### config.mk
export PLATFORM = sky130hd
export DESIGN_NAME = ctrl_cruzamento
export DESIGN_NICKNAME = d
export VERILOG_FILES = /design/src/rtl/ctrl_cruzamento.sv
export SDC_FILE = /design/constraint.sdc
export NUM_CORES = 1
export LEC_CHECK = 0
export CAP_MARGIN = 15
export CORE_AREA = 10 10 102 104
export DETAILED_ROUTE_END_ITERATION = 7
export DIE_AREA = 0 0 112 114
export GPL_ROUTABILITY_DRIVEN = 0
export PLACE_DENSITY_LB_ADDON = 0.12
export SLEW_MARGIN = 15
export SYNTH_ARGS = -nofsm -noshare
export SYNTH_HDL_FRONTEND = slang
export SYNTH_SLANG_ARGS = --single-unit
### constraint.sdc
create_clock -name clk -period 3.1 [get_ports clk]
set_input_delay 0.775 -clock clk [delete_from_list [all_inputs] [get_ports clk]]
set_output_delay 0.775 -clock clk [all_outputs]
set_load 0.05 [all_outputs]
### src/rtl/ctrl_cruzamento.sv
// Phase sequencer for a two-street crossing with a shared pedestrian phase.
// Durations are host-programmable and take effect at the next state entry.
module ctrl_cruzamento #(
    parameter int W = 8,
    parameter logic [W-1:0] VERDE_DEF    = 8'd3,
    parameter logic [W-1:0] AMARELO_DEF  = 8'd3,
    parameter logic [W-1:0] VERMELHO_DEF = 8'd1,
    parameter logic [W-1:0] PED_DEF      = 8'd4
) (
    input  logic         clk,
    input  logic         rst,
    input  logic         bt,
    input  logic         cfg_we,
    input  logic [1:0]   cfg_sel,
    input  logic [W-1:0] cfg_val,
    output logic [2:0]   A,
    output logic [2:0]   B,
    output logic         P,
    output logic         pend,
    output logic [2:0]   fase
);

    typedef enum logic [2:0] {
        S_AV  = 3'd0,
        S_AA  = 3'd1,
        S_R1  = 3'd2,
        S_BV  = 3'd3,
        S_BA  = 3'd4,
        S_R2  = 3'd5,
        S_PED = 3'd6
    } state_t;

    state_t       st;
    state_t       nx;
    logic [W-1:0] cnt;
    logic [W-1:0] dv, da, dr, dp;
    logic [W-1:0] nlen;
    logic         ret;
    logic         z;
    logic         reload;
    logic         ped_in;

    // a programmed 0 behaves as a one-cycle phase
    function automatic logic [W-1:0] ld(input logic [W-1:0] d);
        return (d == '0) ? '0 : d - 1'b1;
    endfunction

    function automatic logic [2:0] luz_a(input state_t s);
        case (s)
            S_AV:    return 3'b001;
            S_AA:    return 3'b010;
            default: return 3'b100;
        endcase
    endfunction

    function automatic logic [2:0] luz_b(input state_t s);
        case (s)
            S_BV:    return 3'b001;
            S_BA:    return 3'b010;
            default: return 3'b100;
        endcase
    endfunction

    assign z = (cnt == '0);

    always_comb begin
        nx = st;
        case (st)
            S_AV:    if (z) nx = S_AA;
            S_AA:    if (z) nx = S_R1;
            S_R1:    if (z) nx = pend ? S_PED : S_BV;
            S_BV:    if (z) nx = S_BA;
            S_BA:    if (z) nx = S_R2;
            S_R2:    if (z) nx = pend ? S_PED : S_AV;
            S_PED:   if (z) nx = ret ? S_AV : S_BV;
            default: nx = S_AV;
        endcase
    end

    always_comb begin
        nlen = dp;
        case (nx)
            S_AV, S_BV: nlen = dv;
            S_AA, S_BA: nlen = da;
            S_R1, S_R2: nlen = dr;
            default:    nlen = dp;
        endcase
    end

    assign reload = (nx != st) || (st > S_PED);
    assign ped_in = (nx == S_PED) && (st != S_PED);

    always_ff @(posedge clk) begin
        if (rst) begin
            st   <= S_AV;
            cnt  <= ld(VERDE_DEF);
            dv   <= VERDE_DEF;
            da   <= AMARELO_DEF;
            dr   <= VERMELHO_DEF;
            dp   <= PED_DEF;
            ret  <= 1'b0;
            pend <= 1'b0;
            A    <= 3'b001;
            B    <= 3'b100;
            P    <= 1'b0;
            fase <= 3'd0;
        end else begin
            st  <= nx;
            cnt <= reload ? ld(nlen) : cnt - 1'b1;
            if (cfg_we) begin
                case (cfg_sel)
                    2'd0:    dv <= cfg_val;
                    2'd1:    da <= cfg_val;
                    2'd2:    dr <= cfg_val;
                    default: dp <= cfg_val;
                endcase
            end
            // entering the walk phase consumes the request, even a fresh press
            if (ped_in) begin
                pend <= 1'b0;
                ret  <= (st == S_R2);
            end else if (bt && st != S_PED) begin
                pend <= 1'b1;
            end
            A    <= luz_a(nx);
            B    <= luz_b(nx);
            P    <= (nx == S_PED);
            fase <= nx;
        end
    end

endmodule
==> results of run 1 <==
how the worst min path moves through the flow:
stage | startpoint | endpoint | slack [ps] | depth (start not counted)
final | dr[6] | dr[6] | 460 | 2
after floorplan | da[0] | da[0] | 430 | 1
after CTS | dr[6] | dr[6] | 460 | 2
after global routing | dp[1] | dp[1] | 500 | 2
after detailed placement | dr[6] | dr[6] | 450 | 2
after global placement | dr[6] | dr[6] | 440 | 2
cell type report:
cell class | instances | area, sq um
clock inverters | 3 | 42.5
inverters | 16 | 60.1
multi-input cells | 255 | 1960
clock buffers | 5 | 68.8
flip-flops and latches | 52 | 1050
well taps | 108 | 135
repair buffers | 67 | 572
fillers | 881 | 4580
flip-flops by register name, summed over array words and instances, names as in the netlist:
signal and flops:
cnt 8, dv 8, A 3, ret 1, P 1, dp 8, pend 1, B 3
da 8, st 3, dr 8
cell usage in the layout (no fill, tap or decap), types with 5 or more instances in the layout:
cell type	n
nor2_1	29
inv_1	14
nand3b_1	7
a21oi_1	23
dfxtp_1	48
xnor2_1	7
nand2b_1	5
a211o_1	6
clkbuf_8	5
mux2i_1	15
and2_1	6
nand2_1	48
clkdlybuf4s50_1	24
buf_4	39
per-layer routing:
metal | GRT usage, % | wire [um] | up-vias | share of wire [%]
li1 | - | - | 1348 | -
met3 | 2.31 | 289 | 8 | 3.3
met4 | 2.79 | 123 | 0 | 1.4
met1 | 16.9 | 4020 | 1269 | 46
met5 | 0 | 0 | - | 0
met2 | 22.1 | 4310 | 46 | 49
logic make-up after synthesis:
kind of cell | Yosys count
AOI/OAI and AO/OA | 80
xor gates and xnor gates | 11
adders and majority gates | 3
buffers and inverters | 33
DFF | 52
muxes | 15
and+or+nand+nor | 146
power groups by stage:
stage	clock [W]	sequential, W	combinational (W)
after global placement	0	0.000831	0.00163
after CTS	0.000491	0.000818	0.00166
after floorplan	0	0.000890	0.00105
after global routing	0.000520	0.000839	0.00218
final	0.000472	0.000823	0.00201
after detailed placement	0	0.000834	0.00164
stage by stage:
| step | cell area [sq um] | hold WS, ps |
|---|---|---|
| after floorplan | 2890 | 429 |
| after global placement | 3440 | 443 |
| after global routing | 3880 | 498 |
| after detailed placement | 3440 | 449 |
| after CTS | 3560 | 463 |
| final | 3880 | 459 |
worst max-delay path, cell delays in order, from the launching register on:
cell	delay, ps
dfxtp_2	340
inv_1	60
ha_2	170
or3b_4	410
or3_4	420
and2_1	210
buf_4	180
o221ai_2	180
nor3_2	50
buf_4	170
o21ai_4	150
nand4_2	170
o21bai_4	260
o32ai_2	110
repair_timing:
action | CTS | global route
gates resized for setup | 1 | 50
endpoints found under the setup margin | 1 | 8
cloned | 0 | 1
buffers inserted | 0 | 6
pin swaps | 1 | 22
==> metrics, run 1 <==
final hold vios=0; Clk Tree Root Cell=clkbuf_8; status=finished, final reports clean; Routed Antenna Nets=0; Lkg Pwr=between 1 and 1.5 nW; drc violations=0; Top-Level Pins=25; Post-Synth XOR/XNOR Area=between 3 and 4%; Slew Limit Fails=0; Final Skew=a little under 8 ps; Util after Layout=between 40% and 50%; IO Port Bufs=24; Compound-Gate Fraction of Synth Area=21.6%; Max-cap violations=0; measured slew at the worst slew-check pin=623 ps; final std cells w/o fill=roughly 500; crit path to=cnt[4]; multiplexer share of the synthesized area=slightly above 5%; DRT iter0 DRCs=approximately 150; via count=2671; largest net degree at the start of global routing=31; Post-Route WL=between 8000 and 9000 um; Peak Freq=around 0.33 GHz; Crit. End Element=flip-flop; Max IR drop VDD=around 0.00032 V; Primary FF master, synth=dfxtp_1; worst r2r src=cnt[1]; Max H-tree Level=2; Worst-path clk slew=100 ps; post-synthesis sequential area ratio=a little over a third; placed insts=492; number of synthesized flops with an enable pin=0; adder-cell share of the synthesized area=under 10%; arrival time at the worst endpoint=about 3200 ps; Synthesized Nets=about 360; die area=between 10000 and 15000 sq um; clk buf depth=2; Crit Path Max Fanout=6; DRT Pass-1 Iters=4; Yosys reg bits=52; setup TNS=0 ps; worst r2r path cells=13; worst hold path class=reg -> reg; Post-CTS Hold Buffers=0; CORE AREA=8470 sq um; CTS tree=built; global-route wire length before repair=between 10000 and 15000 um; Sw Pwr=around 0.0014 W; Internal=around 0.0019 W; Post-Syn Area per Cell=roughly 8.5 sq um; initial antenna violation count=0; async set or reset register ratio after synthesis=0%; die height=around 110 um; DP HPWL=roughly 6500 um; GRT Total Usage=13.0%; Crit. Startpoint=cnt[1]; CP Launch Type=flip-flop; Final period util=between 90% and 100%; area grow syn2layout=34.4%; Clk pwr share=14.3%; initial core utilization=between 30% and 40%; pre-CTS WS=~13 ps; Comb pwr share=approximately 60%; # setup viols final=0; Mapped Cells=340; CP Data Required Time=~3300 ps; vias in the first global route=2521; Sw Ratio=43.4%; layout cells sized above 1=between 20% and 30%; synthesized cell area=around 2900 sq um; clock latency at the later pin of the worst-skew pair=approximately 300 ps; die width=about 110 um; Final Power=0.00331 W; clock sinks=52; post-synthesis simple-gate area fraction=26.9%; DR WL/cell=~17 um; Netlist cell types=66; RSZ-0062 raised after global routing=yes; most frequent cell after synthesis=dfxtp_1; R2R Path End=cnt[4]; share of the synthesized area in the top cell type=between 30% and 40%; Yosys warning count=0; Ant. Diodes=0; Reg2Reg Setup Slack=just over 90 ps; FP Rows=34; nets=a little over 400; synth cell count leaders=52 x dfxtp_1, 48 x nand2_1, 29 x nor2_1; Final WS setup=91.5 ps; Synth area leader=dfxtp_1; slew margin rel.=58.3%; critical path class=reg -> reg; vias per cell=5.28; synth top area cells=dfxtp_1 36%, nand2_1 6.2%, mux2i_1 5.2%, a21oi_1 4.0%, nor2_1 3.8%; gr ovfl total=0; CTS Buf Count=5; Flop pwr share=24.9%; largest family of logic cells by synthesized area=simple AND/OR/NAND/NOR gates; Power Density=852 nW/um^2; minimum clock period=3010 ps
(Power assumes the default switching activity.)
==> inputs of run 2 (changes only) <==
--- a/config.mk
+++ b/config.mk
@@ -7,10 +7,12 @@
 export LEC_CHECK = 0
 export CAP_MARGIN = 15
 export CORE_AREA = 10 10 102 104
+export CTS_BUF_LIST = sky130_fd_sc_hd__clkbuf_8
 export DETAILED_ROUTE_END_ITERATION = 7
 export DIE_AREA = 0 0 112 114
 export GPL_ROUTABILITY_DRIVEN = 0
 export PLACE_DENSITY_LB_ADDON = 0.12
+export SKIP_CTS_REPAIR_TIMING = 1
 export SLEW_MARGIN = 15
 export SYNTH_ARGS = -nofsm -noshare
 export SYNTH_HDL_FRONTEND = slang
==> run 2 against run 1 <==
Sequential share of layout area is 0.69 points higher. Register-to-register slack hardly changed. Clock-buffer cell count stayed put. Global-route usage is 0.098 points lower. Via count is 0.45% lower. First-iteration DRC count is 1.3% lower. Routed wire length is 2.1% lower. Non-clock buffer count is 2 lower. Clock skew hardly changed. Final cell count is 0.40% lower. Flip-flop and latch count stayed put. Worst hold slack hardly changed. Largest cell class unchanged.
==> metrics, run 2 (same netlist as run 1, synthesis figures left out) <==
status=finished, final reports clean; Clk pwr share=between 10% and 20%; die height=114 um; Hold EP=dr[6]; Final period util=97.0%; pre-CTS WS=between 10 and 15 ps; R2R Path End=cnt[6]; worst r2r path cells=11; area grow syn2layout=30.9%; Max IR drop VDD=approximately 0.00031 V; Crit Path Max Fanout=6; vias per cell=approximately 5.3; RSZ-0062 raised after global routing=yes; Sw Pwr=between 0.001 and 0.0015 W; Final Cell Area=between 3000 and 4000 sq um; Slew Limit Fails=0; Max H-tree Level=2; nets=412; CTS tree=built; Internal=0.00181 W; minimum clock period=3010 ps; initial core utilization=34.1%; measured slew at the worst slew-check pin=~610 ps; Clk Tree Root Cell=clkbuf_8; die width=approximately 110 um; Final Skew=about 8.1 ps; Max-cap violations=0; clock sinks=between 50 and 60; DRT iter0 DRCs=about 150; CP Launch Type=flip-flop; # setup viols final=0; Ant. Diodes=0; via count=2659; gr ovfl total=0; DP HPWL=approximately 6500 um; commonest non-fill, non-tap cells in the layout=49 x dfxtp_1, 48 x nand2_1, 39 x buf_4; Flop pwr share=between 20% and 30%; hold path depth=2; worst hold path class=reg -> reg; CORE AREA=around 8500 sq um; Post-Route WL=8560 um; Crit. End Element=flip-flop; Worst-path clk slew=100 ps; IO Port Bufs=24; worst hold start=dr[6]; Sw Ratio=a little over two fifths; worst r2r src=cnt[4]; drc violations=0; Final WS setup=roughly 93 ps; initial antenna violation count=0; arrival time at the worst endpoint=3200 ps; CTS Buf Count=5; die area=~13000 sq um; Peak Freq=approximately 0.33 GHz; Routed Antenna Nets=0; Reg2Reg Setup Slack=~93 ps; layout cells sized above 1=26.3%; FP Rows=34; fill count=~900; dpl cell area=between 3000 and 4000 sq um; Final Power=around 0.0032 W; leading cell type in the layout, fill and taps excluded=dfxtp_1; Lkg Pwr=about 1.4 nW; Util after Layout=between 40% and 50%; clock latency at the later pin of the worst-skew pair=approximately 300 ps; Power Density=840 nW/um^2; Comb pwr share=between 50 and 60%; slew margin rel.=between 50% and 60%; Top-Level Pins=25; DRT Pass-1 Iters=4; global-route wire length before repair=around 14000 um; critical path class=reg -> reg; CP Data Required Time=3290 ps; DR WL/cell=17.0 um; vias in the first global route=between 2k and 3k; final hold vios=0; GRT Total Usage=about an eighth; largest net degree at the start of global routing=31; clk buf depth=2
==> run 2: worst max-delay path by stage <==
stage | start | end | slack, ps | depth (start not counted)
final | cnt[4] | cnt[6] | 90 | 11
after global routing | cnt[1] | cnt[6] | -40 | 13
after CTS | cnt[4] | cnt[6] | -20 | 12
after detailed placement | cnt[4] | cnt[6] | 10 | 12
after global placement | cnt[1] | cnt[6] | 70 | 16
after floorplan | cnt[0] | cnt[6] | 8 | 14
==> run 2: worst max-delay path: stages, from the launching register on <==
cell and delay (ps):
dfxtp_1 350, or4_4 610, or3_4 430, and2_1 200, buf_4 170, o221ai_2 220, nor3_4 100, buf_4 150
a221oi_2 260, nand4_1 150, mux2i_1 170, o22ai_1 80
==> run 2: metal layers <==
| layer | up-vias | track usage, % | share of wire (%) |
|---|---|---|---|
| li1 | 1345 | - | - |
| met1 | 1256 | 16.8 | 47 |
| met2 | 54 | 21.7 | 49 |
| met3 | 4 | 1.99 | 3.7 |
| met4 | 0 | 3.72 | 0.84 |
| met5 | - | 0 | 0 |
==> run 2: layout make-up <==
| type | instances | area, sq um | share of cell area (%) |
|---|---|---|---|
| inverter | 16 | 60.1 | 1.59 |
| timing repair buffer | 65 | 556 | 14.7 |
| tap | 108 | 135 | 3.57 |
| clock buffer | 5 | 68.8 | 1.82 |
| clock inverter | 3 | 42.5 | 1.13 |
| sequential | 52 | 1040 | 27.6 |
| multi-input combinational | 255 | 1870 | 49.6 |
==> run 2: power by group through the flow <==
stage          sequential, W  clock (W)  combinational, W
3_3_place_gp        0.000831          0           0.00163
5_1_grt             0.000837   0.000518           0.00205
6_report            0.000822   0.000471           0.00188
3_5_place_dp        0.000834          0           0.00164
2_1_floorplan       0.000890          0           0.00105
4_1_cts             0.000818   0.000491           0.00166
==> run 2: per-stage QoR <==
step           hold WS (ps)  std cells  TNS [ps]
2_1_floorplan           429        340         0
3_3_place_gp            443        492         0
3_5_place_dp            449        492         0
4_1_cts                 463        500     -22.8
5_1_grt                 498        504      -121
6_report                458        504         0
==> variant 1 (config.mk and constraints of run 2) <==
Set the parameter `W` to 12 (it was 8).
--- a/src/rtl/ctrl_cruzamento.sv
+++ b/src/rtl/ctrl_cruzamento.sv
@@ -1,7 +1,7 @@
 // Phase sequencer for a two-street crossing with a shared pedestrian phase.
 // Durations are host-programmable and take effect at the next state entry.
 module ctrl_cruzamento #(
-    parameter int W = 8,
+    parameter int W = 12,
     parameter logic [W-1:0] VERDE_DEF    = 8'd3,
     parameter logic [W-1:0] AMARELO_DEF  = 8'd3,
     parameter logic [W-1:0] VERMELHO_DEF = 8'd1,
Ports: changed (resized cfg_val); port bits go from 25 to 29. No check against the original RTL was run, so the function may have changed too.
==> variant 1 against run 2 <==
- the run now ends with negative setup slack left
- sequential share of layout area down 1.3 points
- first-iteration DRC count rose to 3.0 times the old value
- clock skew up 0.0024 ns
- wire length up 48%
- cell area up 45%
- final cell count up 48%
- non-clock buffer count up 73
- synthesized area up 40%
- sequential cell count up 20
- power up 66%
- hold slack better by 0.0082 ns
- worst setup slack worse by 0.60 ns
- via count up 63%
==> variant 1: results (changes against run 2) <==
- H-tree levels: 3 (+1)
- Placed inst area: 5060 um^2 (+47%)
- Wl on met1: 5.62 mm (+40%)
- Utilization after layout: 64.9% (+20 points)
- Sequential-to-total area share from yosys stat: 35.6% (-0.43 points)
- GR Layer Usage met1: 24.5% (+7.7 points)
- Comb. pwr: 3.33 mW (+77%)
- Synth cell types: 73 (+11%)
- Final #Nets: 653 (+58%)
- Nonclk inv count: 10 (-6)
- Fillers: 751 (-16%)
- DRT Pass-1 Iters: 5 (+1)
- Violated checks: negative setup slack
- Clock-cell share: 3.94% (+1.0 points)
- Post-Syn Nets: 536 (+50%)
- Buffers excl. clock: 138 (+110%)
- Final setup fails: 12 (+12)
- Clk slew on worst S/H paths: 0.08 ns (-0.02 ns)
- Outcome: finished, violations left
- Clock skew: 0.0105 ns (+0.00241 ns)
- GRT met2 Usage: 33.1% (+11 points)
- First-pass GRT wire length: 20.7 mm (+53%)
- Layout cell share with drive strength beyond 1: 26.4% (+0.11 points)
- DP Cell Count: 713 (+45%)
- Leakage: 2.19 nW (+56%)
- Hold Slack: 0.466 ns (+0.00818 ns)
- FF+latch count, synth: 72 (+38%)
- Met3 track demand over resource: 3.31% (+1.3 points)
- DP HPWL: 9.34 mm (+44%)
- Clock buffers: 9 (+4)
- WP data arrival: 3.82 ns (+0.62 ns)
- Final setup margin: -0.502 ns (-0.595 ns)
- Largest net degree at the start of global routing: 60 (+94%)
- Non-Clock Buffer Area Fraction: 20.6% (+5.9 points)
- Synth area leaders: dfxtp_1 (36%), nand2_1 (11%), a21oi_1 (6.9%)
- CP max stage cell: or3b_4
==> variant 1: cells by family (layout without fill, tap and decap cells) <==
| group | Yosys count | in the layout | share of synthesized area (%) |
|---|---|---|---|
| buffers and inverters | 42 | 164 | 4.51 |
| DFF | 72 | 72 | 35.6 |
| and+or+nand+nor | 219 | 219 | 26.3 |
| muxes | 6 | 6 | 1.51 |
| xor gates and xnor gates | 14 | 14 | 3.03 |
| adders and majority gates | 3 | 3 | 0.927 |
| AOI/OAI and AO/OA | 159 | 159 | 28.2 |
==> variant 1: final timing paths <==
path | startpoint | endpoint | cells after the start
setup reg to reg | cnt[1] | cnt[3] | 14
hold / removal | dv[5] | dv[5] | 2
hold reg to reg | dv[5] | dv[5] | 2
setup / recovery | cnt[1] | cnt[3] | 14
==> variant 1: worst min-delay path: stages (launching register included) <==
cell and delay [ns]:
dfxtp_1 0.32, nand2_1 0.05, a21oi_1 0.05
==> variant 2 (settings of run 2) <==
Made on the original files. Reset style: asynchronous (`rst`), changed in one clocked block.
--- a/src/rtl/ctrl_cruzamento.sv
+++ b/src/rtl/ctrl_cruzamento.sv
@@ -90,7 +90,7 @@
     assign reload = (nx != st) || (st > S_PED);
     assign ped_in = (nx == S_PED) && (st != S_PED);
 
-    always_ff @(posedge clk) begin
+    always_ff @(posedge clk or posedge rst) begin
         if (rst) begin
             st   <= S_AV;
             cnt  <= ld(VERDE_DEF);
Formal check against the unedited RTL: differs if rst is asserted again (counterexample within 4 cycles, from zero or initial values and one cycle with rst high); with rst held inactive, the same outputs for 4 cycles.
==> variant 2 against run 2 <==
- power is 0.15% higher
- die area stayed put
- cell area grew 1.2%
- synthesized area rose by 8.1%
- combinational power down 11%
- wire length decreased by 4.5%
- count of clock-buffer cells in the layout is the same
- worst setup slack gained 0.14 ns
- clock skew decreased by 0.0026 ns
- critical path depth shrank 2
- core utilization is 0.55 points higher
- sequential cell count did not move
- largest cell class unchanged
- highest routed layer unchanged
==> variant 2: results (changes against run 2) <==
- Hold Path Class: register to register
- Initial antenna violation count: 0 (unchanged)
- Crit path max-delay family: simple AND/OR/NAND/NOR gates
- Leakage: 1.61 nW (+14%)
- Outcome: completed
- Maximum fanout along the worst path: 10 (+4)
- Root cell of the clock tree: clkbuf_8
- Overall Global Routing Usage: 12.9% (about the same)
- Clk slew on worst S/H paths: 0.09 ns
- H-tree levels: 2 (unchanged)
- IO buf count: 24 (unchanged)
- Synth async-reset ratio: 100% (+100 points)
- Post-synth top cells: dfrtp_1 (43), mux2_2 (31), o21ai_0 (18)
- Max Root-Sink Buffers: 2 (unchanged)
- Max IR drop VDD: 0.000264 V (-16%)
- Sequential-to-total area share from yosys stat: 42.0% (+6.0 points)
- Dpl ws: 0.111 ns (+0.0981 ns)
- Placed inst area: 3650 um^2 (+5.9%)
- CTS Buf Count: 5 (unchanged)
- WP data arrival: 3.10 ns (-0.10 ns)
- Post-Syn Nets: 317 (-11%)
- Layout cell share with drive strength beyond 1: 29.0% (+2.8 points)
- DRT Pass-1 Iters: 4 (unchanged)
- Synth Warn #: 0 (unchanged)
- WL/cell: 17.9 um (+5.6%)
- First-pass GRT wire length: 13.7 mm (+1.1%)
- Synth area leaders: dfrtp_1 (34%), mux2_2 (11%), dfstp_2 (7.6%)
- Synth cell types: 63 (-4.5%)
- Vias/cell: 5.57 (+5.5%)
- Fillers: 822 (-7.6%)
- Critical Path Max Stage Delay: 0.61 ns (about the same)
- Worst Tran Pin Value: 0.633 ns (+0.0183 ns)
- Ant. Diodes: 0 (unchanged)
- Vias in the first global route: 2,507 (-0.71%)
- Final #Nets: 364 (-12%)
- CP max stage cell: or4_4
- Largest net degree at the start of global routing: 28 (-9.7%)
- Clock skew: 0.00554 ns (-0.00260 ns)
- DP HPWL: 6.25 mm (-3.6%)
- Clk_lat worst skew: 0.30 ns (about the same)
- Initial DRC Count: 191 (+28%)
-- variant 2: through the flow --
step                      power [mW]  TNS [ns]  cells  util [%]
after floorplan                 2.15         0    300         -
after global placement          2.68         0    443      43.1
after detailed placement        2.68         0    443      43.1
after CTS                       3.14         0    451      44.4
after global routing            3.42  -0.00652    456      45.2
final                           3.18         0    456      45.2
-- variant 2: power breakdown --
group          internal (mW)  switching (mW)  leakage (nW)  total [mW]
sequential             0.868           0.172         0.615        1.04
combinational          0.770           0.914         0.933        1.68
clock                  0.237           0.220        0.0593       0.456
-- variant 2: area by class of cell --
type | instances | area (um^2) | area share (%)
clock buffers | 5 | 68.8 | 1.80
clock inverters | 3 | 38.8 | 1.01
inverters | 15 | 58.8 | 1.54
multi-input cells | 220 | 1720 | 44.9
flip-flops and latches | 52 | 1310 | 34.3
well taps | 108 | 135 | 3.53
repair buffers | 53 | 495 | 12.9
-- variant 2: path summary, 6_finish.rpt --
kind / startpoint / endpoint / slack, ns / cells after the start
max: cnt[5] / cnt[7] / 0.24 / 9
min: cnt[0] / cnt[0] / 0.49 / 1
max reg2reg: cnt[5] / cnt[7] / 0.24 / 9
min reg2reg: cnt[0] / cnt[0] / 0.49 / 1
max in group asynchronous: rst / da[0] / 1.63 / 3
min in group asynchronous: rst / A[1] / 0.85 / 2
-- variant 2: cell families (layout without fill, tap and decap cells) --
kind of cell    Yosys count  after routing  share of synthesized area, %
flops                    52             52                          42.0
mux                      37             37                          13.1
simple gates             78             78                          15.3
compound gates           87             87                          20.1
xor+xnor                 15             15                          4.21
fa+ha+maj                 3              3                          1.20
buf+inv                  28             76                          4.05
-- variant 2: metal layers --
metal	vias to the layer above	GRT usage (%)	routed length (um)
met4	0	3.64	164
met2	75	20.0	3750
met1	1231	17.8	3770
li1	1220	-	-
met3	12	2.68	489
met5	-	0	0
